### src/rtl/sn74ls_norn_reg.sv
// Clocked multi-channel NOR zero-detector with registered, debounced and sticky modes.
// Propagation delays come from back-annotated timing data; this RTL is zero-delay.
module sn74ls_norn_reg #(
  parameter int WIDTH    = 5,
  parameter int CHANNELS = 4,
  parameter int HOLD     = 3,
  parameter int CW       = 8
) (
  input  logic                      clk,
  input  logic                      rst,
  input  logic                      en,
  input  logic [1:0]                mode,
  input  logic                      ack,
  input  logic [CHANNELS*WIDTH-1:0] a,
  output logic [CHANNELS-1:0]       y,
  output logic                      evt
);

  localparam logic [1:0]  MODE_REG   = 2'b00;
  localparam logic [1:0]  MODE_DEB   = 2'b01;
  localparam logic [1:0]  MODE_STICK = 2'b10;
  localparam logic [CW-1:0] HOLD_C   = CW'(HOLD);
  localparam logic [CW:0]   HOLD_W   = (CW+1)'(HOLD);

  logic [CHANNELS-1:0] r_y;
  logic                r_evt;
  logic [1:0]          r_modeQ;
  logic [CW-1:0]       r_cnt [CHANNELS];

  logic [CHANNELS-1:0] w_z;
  logic [CHANNELS-1:0] w_yNext;
  logic [CW-1:0]       w_cntNext [CHANNELS];
  logic [CW:0]         w_inc [CHANNELS];
  logic                w_modeChange;

  assign w_modeChange = (mode != r_modeQ);

  // Extra counter bit keeps the increment from wrapping when HOLD sits at the top of the range.
  always_comb begin
    for (int c = 0; c < CHANNELS; c++) begin
      w_z[c]       = ~|a[c*WIDTH +: WIDTH];
      w_inc[c]     = {1'b0, r_cnt[c]} + 1'b1;
      w_yNext[c]   = r_y[c];
      w_cntNext[c] = '0;
      case (r_modeQ)
        MODE_DEB: begin
          if (w_z[c]) begin
            if (w_inc[c] >= HOLD_W) begin
              w_cntNext[c] = HOLD_C;
              w_yNext[c]   = 1'b1;
            end else begin
              w_cntNext[c] = w_inc[c][CW-1:0];
            end
          end else begin
            w_yNext[c] = 1'b0;
          end
        end
        MODE_STICK: begin
          if (w_z[c]) begin
            w_yNext[c] = 1'b1;
          end else if (ack) begin
            w_yNext[c] = 1'b0;
          end
        end
        default: begin
          w_yNext[c] = w_z[c];
        end
      endcase
    end
  end

  // A mode change spends its edge clearing state so the new mode starts from a clean slate.
  always_ff @(posedge clk or posedge rst) begin
    if (rst) begin
      r_y     <= '0;
      r_evt   <= 1'b0;
      r_modeQ <= MODE_REG;
      for (int c = 0; c < CHANNELS; c++) begin
        r_cnt[c] <= '0;
      end
    end else if (en) begin
      if (w_modeChange) begin
        r_modeQ <= mode;
        r_y     <= '0;
        r_evt   <= 1'b0;
        for (int c = 0; c < CHANNELS; c++) begin
          r_cnt[c] <= '0;
        end
      end else begin
        r_y   <= w_yNext;
        r_evt <= |(w_yNext & ~r_y);
        for (int c = 0; c < CHANNELS; c++) begin
          r_cnt[c] <= w_cntNext[c];
        end
      end
    end else begin
      r_evt <= 1'b0;
    end
  end

  assign y   = r_y;
  assign evt = r_evt;

endmodule

### config.mk
export PLATFORM = sky130hd
export DESIGN_NAME = sn74ls_norn_reg
export DESIGN_NICKNAME = d
export VERILOG_FILES = /design/src/rtl/sn74ls_norn_reg.sv
export SDC_FILE = /design/constraint.sdc
export NUM_CORES = 1
export LEC_CHECK = 0
export ABC_AREA = 1
export BUFFER_PORTS_ARGS = -buffer_cell sky130_fd_sc_hd__buf_2
export CORE_UTILIZATION = 60
export DETAILED_ROUTE_END_ITERATION = 10
export HOLD_SLACK_MARGIN = 0.03
export PLACE_DENSITY = 0.94
export REMOVE_ABC_BUFFERS = 1
export SLEW_MARGIN = 0
export SYNTH_ARGS = -nofsm -noshare
export SYNTH_HDL_FRONTEND = slang
export SYNTH_SLANG_ARGS = --single-unit
export TNS_END_PERCENT = 10
### constraint.sdc
create_clock -name clk -period 3.6 [get_ports clk]
set_clock_uncertainty 0.05 [all_clocks]
set_input_delay 0.54 -clock clk [delete_from_list [all_inputs] [get_ports clk]]
set_output_delay 0.54 -clock clk [all_outputs]
set_load 0.05 [all_outputs]
==> key figures <==
Outcome
  – Outcome: finished clean

Cells and area
  – Area delta synth->final: 12.98%
  – Util after Layout: 73.12%
  – Layout net count: about 330
  – Share of layout cells above drive strength 1: between 15 and 20%
  – Post-Layout Cell Count: between 300 and 400
  – Fill cells: roughly 260
  – ANT cells: 0
  – Fin area: roughly 2300 um^2

Place
  – Placed inst area: around 2200 um^2
  – GP Congestion: 0.8078
  – Estimated wirelength of the detail-placed design: approximately 2800 um
  – Inst Count DP: 330
  – Pre-CTS setup slack: ~1800 ps
  – IO buf count: 30

Timing
  – Worst-margin pin slew: around 660 ps
  – Max Slew Vio Count: 0
  – PnR worst setup slack: 1961 ps
  – Min Hold Slack: approximately 230 ps
  – Min cycle time layout: around 1600 ps
  – Relative slew slack: 55.85%
  – Hold Vio Cnt, Final: 0
  – Final Cycle Share: 45.53%
  – Fmax: between 0.6 and 0.7 GHz
  – RSZ-0062 raised after global routing: no
  – Fin Setup TNS: 0 ps
  – Endpoints failing setup: 0

Routing
  – Drt wl/cell: 10.94 um
  – Via count: 1657
  – DR DRC count: 0
  – TritonRoute pass-1 iters: 4
  – Post-Route WL: roughly 3700 um
  – ANT nets after route: 0
  – First-iteration detailed-routing DRC count: between 60 and 70
  – Number of vias per cell: approximately 5

CTS
  – Hold-fix buffers, CTS: 0
  – Post-CTS Setup Inserts: 0
  – Clock sink total: 39
  – Resize count post-CTS: 0
  – Clock tree from TritonCTS: yes
  – Clk slew on worst S/H paths: about 100 ps
  – CTS Root Buffer Type: clkbuf_4
  – CTS H-tree lvls: 2
  – TritonCTS buffer count: 5
  – Clock tree buffer depth: 2
  – Worst-skew pair later-pin latency: between 300 and 400 ps

Setup path
  – CP required: between 3000 and 4000 ps
  – CP Capture Type: register
  – Critical path, cell by cell: inv_1 -> ha_1 -> inv_1 -> o31ai_1 -> nor2_1 -> nand2_2 -> nand3_2 -> nand2_1 -> nand2_1 -> nand3_1
  – Worst Path Arrival: between 1500 and 2000 ps
  – Critical path's slowest cell: dfrtp_1
  – Crit-path max cell delay: just over 400 ps
  – Critical Path Start Type: register
  – CP Class: reg2reg
  – Delay-heaviest family, CP: simple AND/OR/NAND/NOR gates
  – Critical Path Fanout Max: 7
  – Buf/Inv on CP: 2

Logic synthesis
  – Synth unique cells: 23
  – Ys flop type: dfrtp_1
  – Synth top area share: between 40% and 50%
  – Syn Area/Cell: 7.816 um^2
  – Cell with the most instances after synthesis: nor2_1
  – Mapped Area: 2024 um^2
  – Largest area contributor in the netlist: dfrtp_1
  – Post-synth top cells: 54 x nor2_1, 45 x nand2_1, 42 x inv_1
  – Post-synth EDFFs: 0
  – Seq/Total Area, Yosys: 48.21%
  – Post-synth ARST share: 100.0%
  – Top cells by area, synth: dfrtp_1 48%, nor2_1 10%, nand2_1 8.3%
  – Post-Synthesis Cells: roughly 260
  – Synthesized flop and latch total: 39
  – Synth warnings: 0

Global route
  – Total global routing overflow: 0
  – First-pass GRT wire length: approximately 6300 um
  – Initial antenna violation count: 0
  – Total Routing Usage GR: roughly 24%
  – Largest net degree at the start of global routing: 40
  – Vias in the first global route: approximately 1600

Floorplan
  – Io pins: 31
  – Die ar.: roughly 3600 um^2
  – Standard-cell rows: 20
  – Die Ht: 60.09 um
  – Total core area: 3128 um^2
  – Initial core utilization: between 60% and 70%
  – DIE WIDTH: between 60 and 70 um

Worst hold path
  – Hold Crit Class: in2async

Job
  – Max-cap violations: 0

Pwr
  – Pwr Density: between 300 and 400 nW/um^2
  – Peak supply drop: ~0.3 mV
  – Static Leak: 1.240 nW
  – Total chip power: 0.8063 mW
## worst reg2reg max path: stages, from the launching register on
cell	delay [ps]
dfrtp_1	410
inv_1	70
ha_1	380
inv_1	110
o31ai_1	70
nor2_1	120
nand2_2	80
nand3_2	50
nand2_1	60
nand2_1	60
nand3_1	70
## cell type report
| cell class | count | area (um^2) | area share, % |
|---|---|---|---|
| Tap cell | 44 | 55.05 | 2.407 |
| Sequential cell | 39 | 975.9 | 42.67 |
| Timing Repair Buffer | 31 | 157.7 | 6.893 |
| Clock buffer | 8 | 68.82 | 3.009 |
| Multi-Input combinational cell | 167 | 845.8 | 36.98 |
| Inverter | 49 | 183.9 | 8.042 |
## registers in the layout (all words and copies together) (netlist names)
name / count
r_modeQ: 2
r_cnt: 32
evt: 1
y: 4
## worst paths after layout
path	start	slack (ps)	cells after the start	to
worst max register to register	r_modeQ[0]	1960	10	evt
max in group asynchronous	rst	2940	3	evt
worst min register to register	r_cnt[30]	430	2	r_cnt[30]
worst max-delay path	r_modeQ[0]	1960	10	evt
min in group clk	mode[1]	410	3	r_modeQ[1]
worst min-delay path	rst	230	3	r_cnt[14]
## cell usage in the layout, fill, tap and decap left out, drive strengths merged
cell	synthesis	layout
nand3	15	15
dfrtp	39	39
inv	48	48
nor3	6	6
o21ai	14	14
nand4	6	6
clkbuf	1	8
o31ai	1	1
buf	3	31
xnor2	3	3
ha	10	10
nor2	56	56
o22ai	4	4
a21oi	3	3
clkinv	1	1
nand2	47	47
xor2	2	2
## per-layer routing
layer | vias up | wire length (um) | track usage, %
li1 | 863 | - | -
met1 | 756 | 1646 | 28.09
met2 | 30 | 1852 | 41.90
met3 | 8 | 133 | 6.710
met4 | 0 | 67 | 10.30
met5 | - | 0 | 0
## power breakdown
part / internal [mW] / total, mW / switching [mW]
clock network: 0.115 / 0.249 / 0.134
logic: 0.0343 / 0.108 / 0.0740
registers: 0.445 / 0.450 / 0.00493
## cells by family (layout without fill, tap and decap cells)
logic type,count (synthesis),after routing,synth area share (%)
buffers and inverters,53,88,10.01
AO/OA/AOI/OAI,22,22,5.810
adder cells (fa/ha/maj),10,10,6.180
AND/OR/NAND/NOR,130,130,27.63
XOR/XNOR,5,5,2.164
flip-flops,39,39,48.21
Note: power is estimated with default switching activity, not from simulation.
